`src/rtl/uart_heartbeat_seq.sv`:
```
// Periodic heartbeat message sender ("HB\n") for a byte-wide UART transmitter.
// Define HEARTBEAT_SEQNUM_EN to insert an 8-bit rolling sequence byte before the newline.
module uart_heartbeat_seq #(
   parameter int unsigned COUNT_WIDTH = 32,
   parameter int unsigned PERIOD      = 1000000000
) (
   input  logic                   clk,
   input  logic                   i_reset_n,
   input  logic                   i_enable,
   input  logic                   i_uart_ready,
   output logic                   o_start_uart,
   output logic [7:0]             o_uart_data,
   output logic                   o_busy,
   output logic                   o_overrun,
   output logic [COUNT_WIDTH-1:0] o_count
);

   typedef enum logic [1:0] {IDLE, SEND, HOLD} state_t;

   localparam logic [COUNT_WIDTH-1:0] LAST_COUNT = COUNT_WIDTH'(PERIOD - 1);
`ifdef HEARTBEAT_SEQNUM_EN
   localparam logic [1:0] LAST_IDX = 2'd3;
`else
   localparam logic [1:0] LAST_IDX = 2'd2;
`endif

   state_t                 state;
   state_t                 state_next;
   logic [1:0]             idx;
   logic [1:0]             idx_next;
   logic [COUNT_WIDTH-1:0] count;
   logic                   tick;
   logic                   overrun;
   logic [7:0]             msg_byte;

   assign tick = i_enable && (count == LAST_COUNT);

   always_ff @(posedge clk) begin
      if (!i_reset_n)
         count <= '0;
      else if (!i_enable || tick)
         count <= '0;
      else
         count <= count + COUNT_WIDTH'(1);
   end

   // A tick that lands while a message is still going out is dropped but remembered.
   always_ff @(posedge clk) begin
      if (!i_reset_n) begin
         state   <= IDLE;
         idx     <= '0;
         overrun <= 1'b0;
      end else begin
         state <= state_next;
         idx   <= idx_next;
         if (tick && (state != IDLE))
            overrun <= 1'b1;
      end
   end

`ifdef HEARTBEAT_SEQNUM_EN
   logic [7:0] seq;

   always_ff @(posedge clk) begin
      if (!i_reset_n)
         seq <= '0;
      else if (o_start_uart && (idx == LAST_IDX))
         seq <= seq + 8'd1;
   end

   always_comb begin
      msg_byte = 8'h0A;
      case (idx)
         2'd0:    msg_byte = 8'h48;
         2'd1:    msg_byte = 8'h42;
         2'd2:    msg_byte = seq;
         default: msg_byte = 8'h0A;
      endcase
   end
`else
   always_comb begin
      msg_byte = 8'h0A;
      case (idx)
         2'd0:    msg_byte = 8'h48;
         2'd1:    msg_byte = 8'h42;
         default: msg_byte = 8'h0A;
      endcase
   end
`endif

   // HOLD is the single cycle the UART needs to drop ready after a start pulse.
   always_comb begin
      state_next   = state;
      idx_next     = idx;
      o_start_uart = 1'b0;
      o_uart_data  = '0;
      unique case (state)
         IDLE: begin
            if (tick) begin
               state_next = SEND;
               idx_next   = '0;
            end
         end
         SEND: begin
            o_uart_data = msg_byte;
            if (i_uart_ready) begin
               o_start_uart = 1'b1;
               state_next   = HOLD;
            end
         end
         HOLD: begin
            o_uart_data = msg_byte;
            if (idx == LAST_IDX) begin
               state_next = IDLE;
               idx_next   = '0;
            end else begin
               state_next = SEND;
               idx_next   = idx + 2'd1;
            end
         end
         default: state_next = IDLE;
      endcase
   end

   assign o_busy    = (state != IDLE);
   assign o_overrun = overrun;
   assign o_count   = count;

endmodule

```
`config.mk`:
```
export PLATFORM = sky130hd
export DESIGN_NAME = uart_heartbeat_seq
export DESIGN_NICKNAME = d
export VERILOG_FILES = /design/src/rtl/uart_heartbeat_seq.sv
export SDC_FILE = /design/constraint.sdc
export NUM_CORES = 1
export LEC_CHECK = 0
export ABC_AREA = 1
export CORE_MARGIN = 2
export CORE_UTILIZATION = 40
export DETAILED_ROUTE_END_ITERATION = 6
export PLACE_DENSITY = 0.7
export SLEW_MARGIN = 10
export SYNTH_ARGS = -nofsm -noshare
export SYNTH_HDL_FRONTEND = slang
export SYNTH_SLANG_ARGS = --single-unit
```
`constraint.sdc`:
```
create_clock -name clk -period 1.7 [get_ports clk]
set_input_delay 0.425 -clock clk [delete_from_list [all_inputs] [get_ports clk]]
set_output_delay 0.425 -clock clk [all_outputs]
set_load 0.01 [all_outputs]
```
# Yosys cells after proc, flatten, opt, wreduce, memory -nomap -nowiden
# Cells that the tools add are included.
# W data, S select, Z words.
[classes]
add_sub_neg = 2
mul = 0
div_mod_pow = 0
order_cmp = 0
eq_ne = 7
n_shift = 0
mux = 11
bitwise_logic = 1
reduce_logical = 12
[ops]
columns = ["operator", "n"]
rows = [
  ["$add A32 B1 Y32 const B", 1],
  ["$eq A32 B30 Y1 const B", 1],
  ["$pmux W7 S2", 1],
  ["$mux W2", 4],
  ["$mux W8", 1],
  ["$pmux W2 S3", 1],
  ["$eq A2 B1 Y1 const B", 2],
  ["$eq A2 B2 Y1 const B", 2],
  ["$logic_not A2 Y1", 2],
  ["$ne A2 B2 Y1 const B", 2],
  ["$pmux W2 S2", 1],
  ["$reduce_and A2 Y1", 2],
  ["$reduce_bool A2 Y1", 2],
  ["$reduce_or A2 Y1", 2],
  ["$mux W1", 3],
  ["$add A2 B1 Y2 const B", 1],
  ["$logic_and A1 B1 Y1", 2],
  ["$logic_not A1 Y1", 1],
  ["$logic_or A1 B1 Y1", 1],
  ["$not A1 Y1", 1],
]
[totals]
regBits = 37
latchBits = 0
mem_bits_rw = 0
rom_bits = 0
output_inout_bits = 43
word_cells = 37
memories = 0

# Depth between registers and ports, before layout
# Gate-level depths: netlist of the first run.
[depth]
word_depth = 4
depth_mapped = 10

# Worst setup path after synthesis of the first run
# No wires, ideal clock.
[synth_path]
path_kind = "reg-to-reg"
startpoint = "reg count[0], in the netlist o_count[0]"
endpoint = "reg count[18], in the netlist o_count[18]"
setup_time_ns = 0.119
arrival_ns = 1.426
required_time_ns = 1.581
slack_ns = 0.155
path_stages_with_launch = 9
path_buffers = 0
cell_sequence = "dfxtp_1 ha_1 nand2_1 nor2_4 nand3_2 nor3_2 inv_2 o21ai_0 a21oi_1"
[synth_via]
elab_chain_len = 4
word_cells_on_any_way = 5
classes_between = "add/sub (1); eq/ne (1); reduce/logical (3)"
[synth_rtl]
columns = ["item", "line_no", "text"]
rows = [
  ["start, declared", "31", "logic [COUNT_WIDTH-1:0] count;"],
  ["start signal, assigned", "44", "count <= count + COUNT_WIDTH'(1);"],
  ["branches (longest 4 deep; another with $add A32 B1 Y32)", "--", ""],
]
# Parallel ways; which one is timed is not known.
# A chain may end at the register's enable or synchronous reset.

# Worst setup path after layout of the first run
[layout_path]
startpoint = "reg count[11], in the netlist o_count[11]"
endpoint = "out o_count[11]"
[layout_rtl]
columns = ["item", "line_no", "text"]
rows = [
  ["end, declared", "15", "output logic [COUNT_WIDTH-1:0] o_count"],
]
# No word-level cell between the ends.

==> results of run 1 <==
where the power goes:
| part | internal, mW | switching, mW | leakage [nW] | total, mW |
|---|---|---|---|---|
| Sequential | 0.891 | 0.0129 | 0.307 | 0.904 |
| Clock | 0.283 | 0.325 | 0.0439 | 0.608 |
| Combinational | 0.172 | 0.221 | 0.840 | 0.393 |
layout by cell type (no fill, tap or decap), types with 2 or more instances in the layout:
cell / count
xnor2_1: 3
a21oi_1: 18
nor2_1: 58
xor2_1: 5
o21ai_0: 4
nand2_1: 72
dlygate4sd2_1: 7
ha_1: 5
nor3_1: 11
nand3_1: 18
clkbuf_8: 5
nor3b_1: 2
o21a_1: 2
nor2_4: 5
dfxtp_2: 18
buf_2: 4
clkdlybuf4s50_1: 26
dfxtp_1: 19
nand4_1: 6
inv_2: 5
nand3_2: 4
nor2_2: 3
conb_1: 5
clkinv_2: 2
nand2_4: 2
nand2_2: 4
dlymetal6s2s_1: 3
nor3_2: 2
inv_1: 36
nor4_1: 2
buf_4: 24
worst max path at each step:
| stage | start | endpoint | slack (ns) | depth (start not counted) |
|---|---|---|---|---|
| detailed placement | i_uart_ready | o_start_uart | -0.26 | 4 |
| finish | o_count[11]$_SDFF_PP0_ | o_count[11] | 0.03 | 1 |
| floorplan | o_count[0]$_SDFF_PP0_ | o_count[18]$_SDFF_PP0_ | 0.16 | 8 |
| global route | o_count[15]$_SDFF_PP0_ | o_count[15] | 0.002 | 1 |
| global placement | i_uart_ready | o_start_uart | -0.24 | 4 |
| CTS | o_count[8]$_SDFF_PP0_ | o_count[8] | 0.003 | 1 |
routing by layer:
metal | routed length [microns] | track usage (%) | share of wire, %
met5 | 0 | 0 | 0
met3 | 290 | 3.65 | 5.3
met4 | 56 | 4.46 | 1.0
met1 | 2580 | 24.7 | 47
met2 | 2530 | 30.8 | 46
sequential cells by signal (all words and copies together), names as in the netlist:
| register | count |
|---|---|
| idx | 2 |
| state | 2 |
| o_count | 32 |
| o_overrun | 1 |
logic make-up after synthesis:
kind of cell               share of synthesized area (%)
adders and majority gates                           3.49
AOI/OAI and AO/OA                                   7.69
xor gates and xnor gates                            3.26
other                                              0.175
DFF                                                 34.5
buffers and inverters                               9.61
and+or+nand+nor                                     41.3
through the flow:
step	util, %	hold slack [ns]	setup TNS (ns)	total power [mW]	cells
after floorplan	-	0.470	0	1.16	327
after global placement	54.6	0.466	-0.328	1.35	456
after detailed placement	54.6	0.468	-0.408	1.36	456
after CTS	56.0	0.486	0	1.92	464
after global routing	57.2	0.515	0	2.01	464
final	57.2	0.476	0	1.90	464
cell type report:
type | instances | area, sq um | share of cell area, %
Multi-Input combinational cell | 242 | 1260 | 43.0
Sequential cell | 37 | 763 | 26.0
Timing Repair Buffer | 66 | 584 | 19.9
Inverter | 41 | 154 | 5.24
Tap cell | 70 | 87.6 | 2.98
Clock buffer | 5 | 68.8 | 2.34
Clock inverter | 3 | 17.5 | 0.596
timing repair:
action                                 4_1_cts  5_1_grt
pin swaps                                    0        6
endpoints found under the hold margin        0        0
buffers inserted                             0        0
gates resized for setup                     35       24
setup endpoints to repair                   21       29
==> results.txt, run 1 <==
----------------------------------------------------
[GRT]
  Via count of the first global-routing pass ... 2032
  GRT Util Overall ... 18.5%
  Total congestion overflow ... 0
  Wire length of the first global-routing pass ... 8970 microns
  Maximum number of pins on one net before global-route repair ... 15
  Number of antenna violations at the first check in global routing ... 0

[Logic synthesis]
  Number of enable flip-flop cells after synthesis ... 0
  Top cells by area, synth ... dfxtp_1, nand2_1, nor2_1, inv_1, a21oi_1
  Cell taking the most area after synthesis ... dfxtp_1
  Yosys warning count ... 0
  Number of instances in the synthesized netlist ... 323
  Flops & latches, synth ... 37
  Synth async-reset ratio ... 0%
  Cell types with the highest counts after synthesis ... nand2_1, nor2_1, dfxtp_1, inv_1
  Top flip-flop cell by instance count after synthesis ... dfxtp_1
  Cell area after synthesis ... 2150 sq um
  Part of the Yosys area used for sequential elements ... 34.5%
  Top-count cell post-synth ... nand2_1
  Post-synthesis area per instance ... 6.65 sq um
  Yosys top cell area share ... 34.5%
  Number of distinct library cells after synthesis ... 31

[Clock network]
  Max clock buf depth ... 2
  Clock tree root driver cell ... clkbuf_8
  Num CTS Buffers ... 5
  CTS clock-pin slew for the worst setup and hold paths ... 0.08 ns
  Max H-tree Level ... 2
  CTS tree ... done
  TritonCTS Sinks ... 37
  Hold Buf Count CTS ... 0
  Worst skew pair latency ... 0.29 ns

[Worst hold path]
  Min-delay worst type ... register to register
  Startpoint of the most critical hold path ... o_overrun$_SDFFE_PN0P_
  Hold-critical path endpoint ... o_overrun$_SDFFE_PN0P_
  Hold Path Stages ... 2

[Routing]
  Total wirelength of the detailed-routed design ... 5460 microns
  Average wire per standard cell ... 11.8 microns
  Detailed-route DRC error count ... 0
  Total vias in the final route ... 2206
  1st-pass router iterations ... 4
  Via count normalized by instance count ... 4.75
  Violation count after the first detailed-routing iteration ... 105
  Count of nets left with antenna violations after detail routing ... 0

[Cells and area]
  Final non-filler cell area ... 2940 sq um
  ANT cells ... 0
  Number of nets in the layout ... 403
  Share of layout cells above drive strength 1 ... 22.1%
  Layout Area Growth over Synthesis ... 36.8%
  Filler cells ... 519

[Worst setup path]
  Crit end category ... primary output
  Buf+Inv Stages, Crit Path ... 1
  Slowest stage cell, crit path ... clkdlybuf4s50_1
  Startpoint Class ... register
  Count of cells along the worst register-to-register path ... 9
  Arrival time reported for the critical path endpoint ... 1.24 ns
  Family with the most delay on the worst path ... buffers and inverters
  Required time of the worst setup path ... 1.27 ns
  Critical path, cell by cell ... clkdlybuf4s50_1
  Startpoint-to-endpoint class of the critical path ... register to primary output
  Internal reg-to-reg setup slack ... 0.13 ns
  Slowest cell delay on critical path ... 0.55 ns
  Critical register-to-register path endpoint ... o_count[30]$_SDFF_PP0_
  Startpoint of the most critical register-to-register path ... o_count[15]$_SDFF_PP0_
  CP max FO ... 7

[Timing]
  Max Slew Vio Count ... 0
  Setup ws final ... 0.0346 ns
  Number of hold-slack violations in the final timing report ... 0
  Final setup violation count ... 0
  Final Critical Period ... 1.67 ns
  Crit share post-route ... 98.0%
  Peak clock frequency supported by timing ... 600 MHz
  Worst Skew ... 0.00642 ns
  Setup repair after global routing missed its margin ... no

[Power and ir drop]
  Reported leakage power ... 1.19 nW
  Power density cells ... 648 nW/um^2
  Maximum VDD drop ... 0.319 mV

[Floorplan]
  Core Rows ... 26
  Chip Height ... 77.3 microns
  Initial cell density of the core ... 41.8%
  Placeable Area ... 5140 sq um
  Total die area ... 5970 sq um
  Die X-Extent ... 77.3 microns
  Top Ports ... 47

[Placed design]
  Buffers added on ports ... 41
  Global placement routability congestion ... 0.923
  Post-Place Setup Slack ... -0.262 ns
  Total cell area at the placement stage ... 2810 sq um
  Post-DP HPWL ... 4210 microns

[Run]
  Max-cap viol count ... 0

[Run status]
  Result of the run ... complete, no violations

----------------------------------------------------
Note: power is estimated with default switching activity, not from simulation.
==> run 2, diff against run 1 <==
--- a/config.mk
+++ b/config.mk
@@ -9,7 +9,7 @@
 export CORE_MARGIN = 2
 export CORE_UTILIZATION = 40
 export DETAILED_ROUTE_END_ITERATION = 6
-export PLACE_DENSITY = 0.7
+export PLACE_DENSITY = 0.72
 export SLEW_MARGIN = 10
 export SYNTH_ARGS = -nofsm -noshare
 export SYNTH_HDL_FRONTEND = slang
==> constraint.sdc (replaced) <==
create_clock -name clk -period 1.4 [get_ports clk]
set_input_delay 0.35 -clock clk [delete_from_list [all_inputs] [get_ports clk]]
set_output_delay 0.35 -clock clk [all_outputs]
set_load 0.01 [all_outputs]
==> results.txt, run 2 (synthesized netlist as in run 1, its figures left out) <==
----------------------------------------------------
[Timing]
  Setup repair after global routing missed its margin ... yes
  Peak clock frequency supported by timing ... 583 MHz
  Final setup violation count ... 40
  Final Critical Period ... 1.72 ns
  Total negative slack ... -5.26 ns
  Number of hold-slack violations in the final timing report ... 0
  Max Slew Vio Count ... 0
  Setup ws final ... -0.316 ns
  Worst Hold Margin ... 0.479 ns
  Worst Skew ... 0.00470 ns
  Crit share post-route ... 123%

[Run status]
  Violations in the final reports ... setup timing
  Result of the run ... finished, violations left

[Floorplan]
  Initial cell density of the core ... 41.8%
  Total die area ... 5970 sq um
  Chip Height ... 77.3 microns
  Top Ports ... 47
  Die X-Extent ... 77.3 microns
  Core Rows ... 26
  Placeable Area ... 5140 sq um

[GRT]
  Wire length of the first global-routing pass ... 12500 microns
  Maximum number of pins on one net before global-route repair ... 12
  Total congestion overflow ... 0
  Via count of the first global-routing pass ... 2738
  GRT Util Overall ... 25.9%
  Number of antenna violations at the first check in global routing ... 0

[Worst setup path]
  CP max FO ... 4
  Startpoint-to-endpoint class of the critical path ... register to register
  Arrival time reported for the critical path endpoint ... 1.95 ns
  Crit end category ... register
  Required time of the worst setup path ... 1.63 ns
  Startpoint Class ... register

[Routing]
  1st-pass router iterations ... 4
  Total vias in the final route ... 2692
  Total wirelength of the detailed-routed design ... 7880 microns
  Via count normalized by instance count ... 5.03
  Average wire per standard cell ... 14.7 microns
  Detailed-route DRC error count ... 0
  Count of nets left with antenna violations after detail routing ... 0
  Violation count after the first detailed-routing iteration ... 133

[Clock network]
  TritonCTS Sinks ... 37
  Worst skew pair latency ... 0.29 ns
  Num CTS Buffers ... 5
  CTS clock-pin slew for the worst setup and hold paths ... 0.07 ns
  CTS tree ... done
  Max H-tree Level ... 2
  Max clock buf depth ... 2
  Clock tree root driver cell ... clkbuf_8

[Worst hold path]
  Min-delay worst type ... register to register

[Placed design]
  Post-Place Setup Slack ... -0.405 ns
  Buffers added on ports ... 41
  Global placement routability congestion ... 0.898
  Post-DP HPWL ... 4980 microns
  Post-Place Cells ... 509

[Cells and area]
  Final non-filler cell total ... 535
  Most common library cell in the layout ignoring fill and taps ... buf_4
  Share of layout cells above drive strength 1 ... 44.1%
  Filler cells ... 363
  Number of nets in the layout ... 474
  ANT cells ... 0
  Area used by multi-input combinational logic ... 1510 sq um
  Sequential cell area ... 771 sq um
  Layout Area Growth over Synthesis ... 77.2%
  Top library cells by usage in the layout, fill and taps aside ... buf_4, nand2_1, nor2_1
  Max reg flops ... 32
  Post-route core utilization ... 74.1%

[Power and ir drop]
  Reported leakage power ... 1.59 nW
  Power density cells ... 704 nW/um^2
  Maximum VDD drop ... 0.523 mV

[Run]
  Max-cap viol count ... 0

----------------------------------------------------
run 2: cell count changes in the layout (fill, tap and decap cells not counted), sizes merged:
| cell | before | now |
|---|---|---|
| buf | 29 | 100 |
| clkdlybuf4s50 | 26 | 3 |
| clkdlybuf4s15 | 0 | 20 |
| dlymetal6s2s | 3 | 0 |
| clkinvlp | 1 | 0 |
| clkbuf | 6 | 11 |
| inv | 41 | 42 |
| clkinv | 2 | 0 |
| dlygate4sd2 | 7 | 10 |
run 2: worst max-delay path, cell delays in order (launching register included):
cell and delay [ns]:
dfxtp_2 0.35, nand2_1 0.10, buf_4 0.17, nor3_1 0.20
nand2_1 0.13, nor3_4 0.27, inv_2 0.11, o21ai_2 0.15
nand2_1 0.09, nor2_1 0.08
run 2: metrics by stage:
step,area [sq um],power (mW)
after global placement,3240,1.66
after floorplan,2220,1.41
final,3810,2.68
after CTS,3680,2.53
after global routing,3810,2.81
after detailed placement,3240,1.68
run 2: report_power, final:
| part | internal [mW] | total (mW) | switching (mW) |
|---|---|---|---|
| sequential | 1.07 | 1.10 | 0.0206 |
| clock | 0.402 | 0.787 | 0.385 |
| combinational | 0.402 | 0.800 | 0.397 |
| total | 1.88 | 2.68 | 0.802 |
run 2: area by class of cell:
type,count,area share (%)
sequential,37,20.2
timing repair buffer,136,31.0
timing repair inverter,1,0.164
clock buffer,8,2.37
inverter,41,4.24
tap,70,2.30
multi-input combinational,242,39.7
run 2: final timing paths:
path,from,end,slack [ns],cells past startpoint
max,o_count[15]$_SDFF_PP0_,o_count[26]$_SDFF_PP0_,-0.32,9
min,o_count[9]$_SDFF_PP0_,o_count[9]$_SDFF_PP0_,0.48,2
max reg2reg,o_count[15]$_SDFF_PP0_,o_count[26]$_SDFF_PP0_,-0.32,9
min reg2reg,o_count[9]$_SDFF_PP0_,o_count[9]$_SDFF_PP0_,0.48,2
run 2: what timing repair did:
item,in CTS,in global routing
setup buffers,10,5
setup endpoints to repair,74,62
pin swaps,16,8
cloned,3,0
hold buffers,0,0
gates resized for setup,135,48
run 2: per-layer routing:
layer / part of all wire (%) / track usage, %
met5: 0 / 0
met2: 51 / 46.3
met3: 4.9 / 5.06
met4: 3.7 / 12.5
met1: 40 / 29.3
==> RTL edit, RTL diff (config.mk and constraints of run 1) <==
The parameter `COUNT_WIDTH` goes from 32 to 28.
--- a/src/rtl/uart_heartbeat_seq.sv
+++ b/src/rtl/uart_heartbeat_seq.sv
@@ -1,7 +1,7 @@
 // Periodic heartbeat message sender ("HB\n") for a byte-wide UART transmitter.
 // Define HEARTBEAT_SEQNUM_EN to insert an 8-bit rolling sequence byte before the newline.
 module uart_heartbeat_seq #(
-   parameter int unsigned COUNT_WIDTH = 32,
+   parameter int unsigned COUNT_WIDTH = 28,
    parameter int unsigned PERIOD      = 1000000000
 ) (
    input  logic                   clk,
Ports: changed (resized o_count); port bits go from 47 to 43. The function was not compared with the original's and may differ.
==> RTL edit against run 1 <==
- sequential share of layout area rose by 0.88 points
- global-route usage is 1.8 points lower
- cell count down 17%
- power grew 4.7%
- die area down 10%
- routed wire length is 21% lower
- core utilization decreased by 2.6 points
- clock power down 3.5%
- synthesized cell count down 15%
- area after synthesis decreased by 11%
- final area decreased by 13%
- critical path type unchanged
- sequential cell count decreased by 4
- largest cell class unchanged
- worst setup slack lost 0.00085 ns
==> RTL edit: results (changes against run 1) <==
Status
  • Outcome: finished clean (unchanged)

Yosys
  • Part of the Yosys area used for sequential elements: 0.345 (about the same)
  • Top cells by count, synth: nand2_1, inv_1, nor2_1 (was nand2_1, nor2_1, dfxtp_1, inv_1)
  • Post-Syn Area per Cell: 6.94 µm² (was 6.65 µm²)
  • Unique masters post-synth: 35 (was 31)
  • Syn. warnings: 0 (unchanged)
  • Synth async-reset ratio: 0 (unchanged)
  • Top flip-flop cell by instance count after synthesis: dfxtp_1 (unchanged)
  • Top cells by area in the synthesized netlist: dfxtp_1, nand2_1, inv_1 (was dfxtp_1, nand2_1, nor2_1)

Timing
  • Final setup violating endpoints: 0 (unchanged)
  • Setup Skew: 0.00726 ns (was 0.00642 ns)
  • Worst setup slack after layout: 0.0337 ns (was 0.0346 ns)
  • Hold slack final: 0.471 ns (was 0.476 ns)

Setup path
  • Critical-path maximum fanout: 4 (was 7)
  • Critical R2R Launch: o_count[1] (was o_count[15])
  • Register-to-Register Setup Slack: 0.14 ns
  • Family with the most delay on the worst path: buffers and inverters (unchanged)
  • Cells on worst reg2reg path: 10 (was 9)
  • Endpoint of the lowest-slack register-to-register path: o_count[3] (was o_count[30])
  • CP Data Arrival Time: 1.24 ns (about the same)

Clock network
  • Clock latency of the later-clocked register in the worst-skew pair: roughly 0.3 ns
  • Cell chosen for the clock root: clkbuf_8 (unchanged)
  • Clock buffers created by TritonCTS: 5 (unchanged)
  • Clock-pin slew on the worst setup and hold paths: 0.07 ns
  • Number of levels the H-tree was split into: 2 (unchanged)

Global route
  • Maximum number of pins on one net before global-route repair: 10 (was 15)
  • Initial antenna violation count: 0 (unchanged)
  • First-pass GRT wire length: 6960 µm (was 8970 µm)
  • Overall track demand over capacity in global routing: 0.167 (was 0.185)
  • Vias in the first global route: 1,600 (was 2,032)

Placement
  • Final RePlAce weighted congestion: 0.818 (was 0.923)
  • Buffers on Ports: 37 (was 41)
  • Dpl hpwl: 3310 µm (was 4210 µm)
  • Setup slack at placement: -0.250 ns (was -0.262 ns)
  • Area after detailed placement: 0.00241 mm² (was 0.00281 mm²)
  • Placed cell count: 377 (was 456)

Route
  • Wire per inst: 11.2 µm (was 11.8 µm)
  • DRT iter0 DRCs: 71 (was 105)
  • Vias per cell: 4.77 (was 4.75)
  • Iteration count of the initial detailed-routing pass: 4 (unchanged)
  • DR vias: 1,835 (was 2,206)

Worst hold path
  • Number of cells traversed by the worst hold path: 1 (was 2)
  • Capture endpoint of the worst hold path: o_overrun (unchanged)
  • Hold Path Class: reg2reg (unchanged)
  • Launch instance of the worst min-delay path: o_overrun (unchanged)

Cells and area
  • Count of antenna diodes in the layout: 0 (unchanged)
  • Filler cell count: 470 (was 519)
  • Share of final-layout standard cells stronger than drive strength 1: 0.224 (was 0.221)
  • Number of flip-flops under the largest register name: 28 (was 32)
  • Total number of nets in the final design: 340 (was 403)

Power and ir drop
  • Static power due to leakage: 1.08 nW (was 1.19 nW)
  • Worst VDD drop: 0.714 mV (was 0.319 mV)
[RTL edit: what timing repair did]
item | CTS | global route
pin swaps | 0 | 3
setup buffers | 0 | 0
setup endpoints to repair | 16 | 40
gates resized for setup | 31 | 20
[RTL edit: kinds of logic after synthesis]
| kind of cell | count (synthesis) | share of synthesized area |
|---|---|---|
| simple gates | 156 | 0.400 |
| xor+xnor | 7 | 0.0320 |
| other cells | 1 | 0.00196 |
| compound gates | 25 | 0.0732 |
| flops | 33 | 0.345 |
| fa+ha+maj | 6 | 0.0392 |
| buf+inv | 48 | 0.109 |
[RTL edit: area by class of cell]
class / instances / area [µm²] / area share
multi-input cells: 199 / 1100 / 0.431
flip-flops and latches: 33 / 683 / 0.268
repair buffers: 50 / 460 / 0.181
inverters: 41 / 156 / 0.0615
clock buffers: 8 / 80.1 / 0.0315
well taps: 54 / 67.6 / 0.0265
[RTL edit: worst max-delay path by stage]
stage / start / to / cells past startpoint
2_1_floorplan: o_count[0] / o_count[23] / 9
3_3_place_gp: i_uart_ready / o_start_uart / 4
3_5_place_dp: i_uart_ready / o_start_uart / 4
4_1_cts: o_count[21] / o_count[21] / 1
5_1_grt: o_count[7] / o_count[7] / 1
6_report: o_count[15] / o_count[15] / 1
[RTL edit: per-layer routing]
layer	vias up	part of all wire	global-route usage
met5	-	0	0
met4	0	0.020	0.0741
met3	7	0.045	0.0401
met2	36	0.49	0.272
met1	812	0.44	0.208
li1	980	-	-
[RTL edit: report_power, final]
group | internal, mW | total (mW) | switching [mW] | leakage (nW)
registers | 0.806 | 0.826 | 0.0203 | 0.275
logic | 0.266 | 0.583 | 0.317 | 0.764
clock network | 0.291 | 0.587 | 0.296 | 0.0395
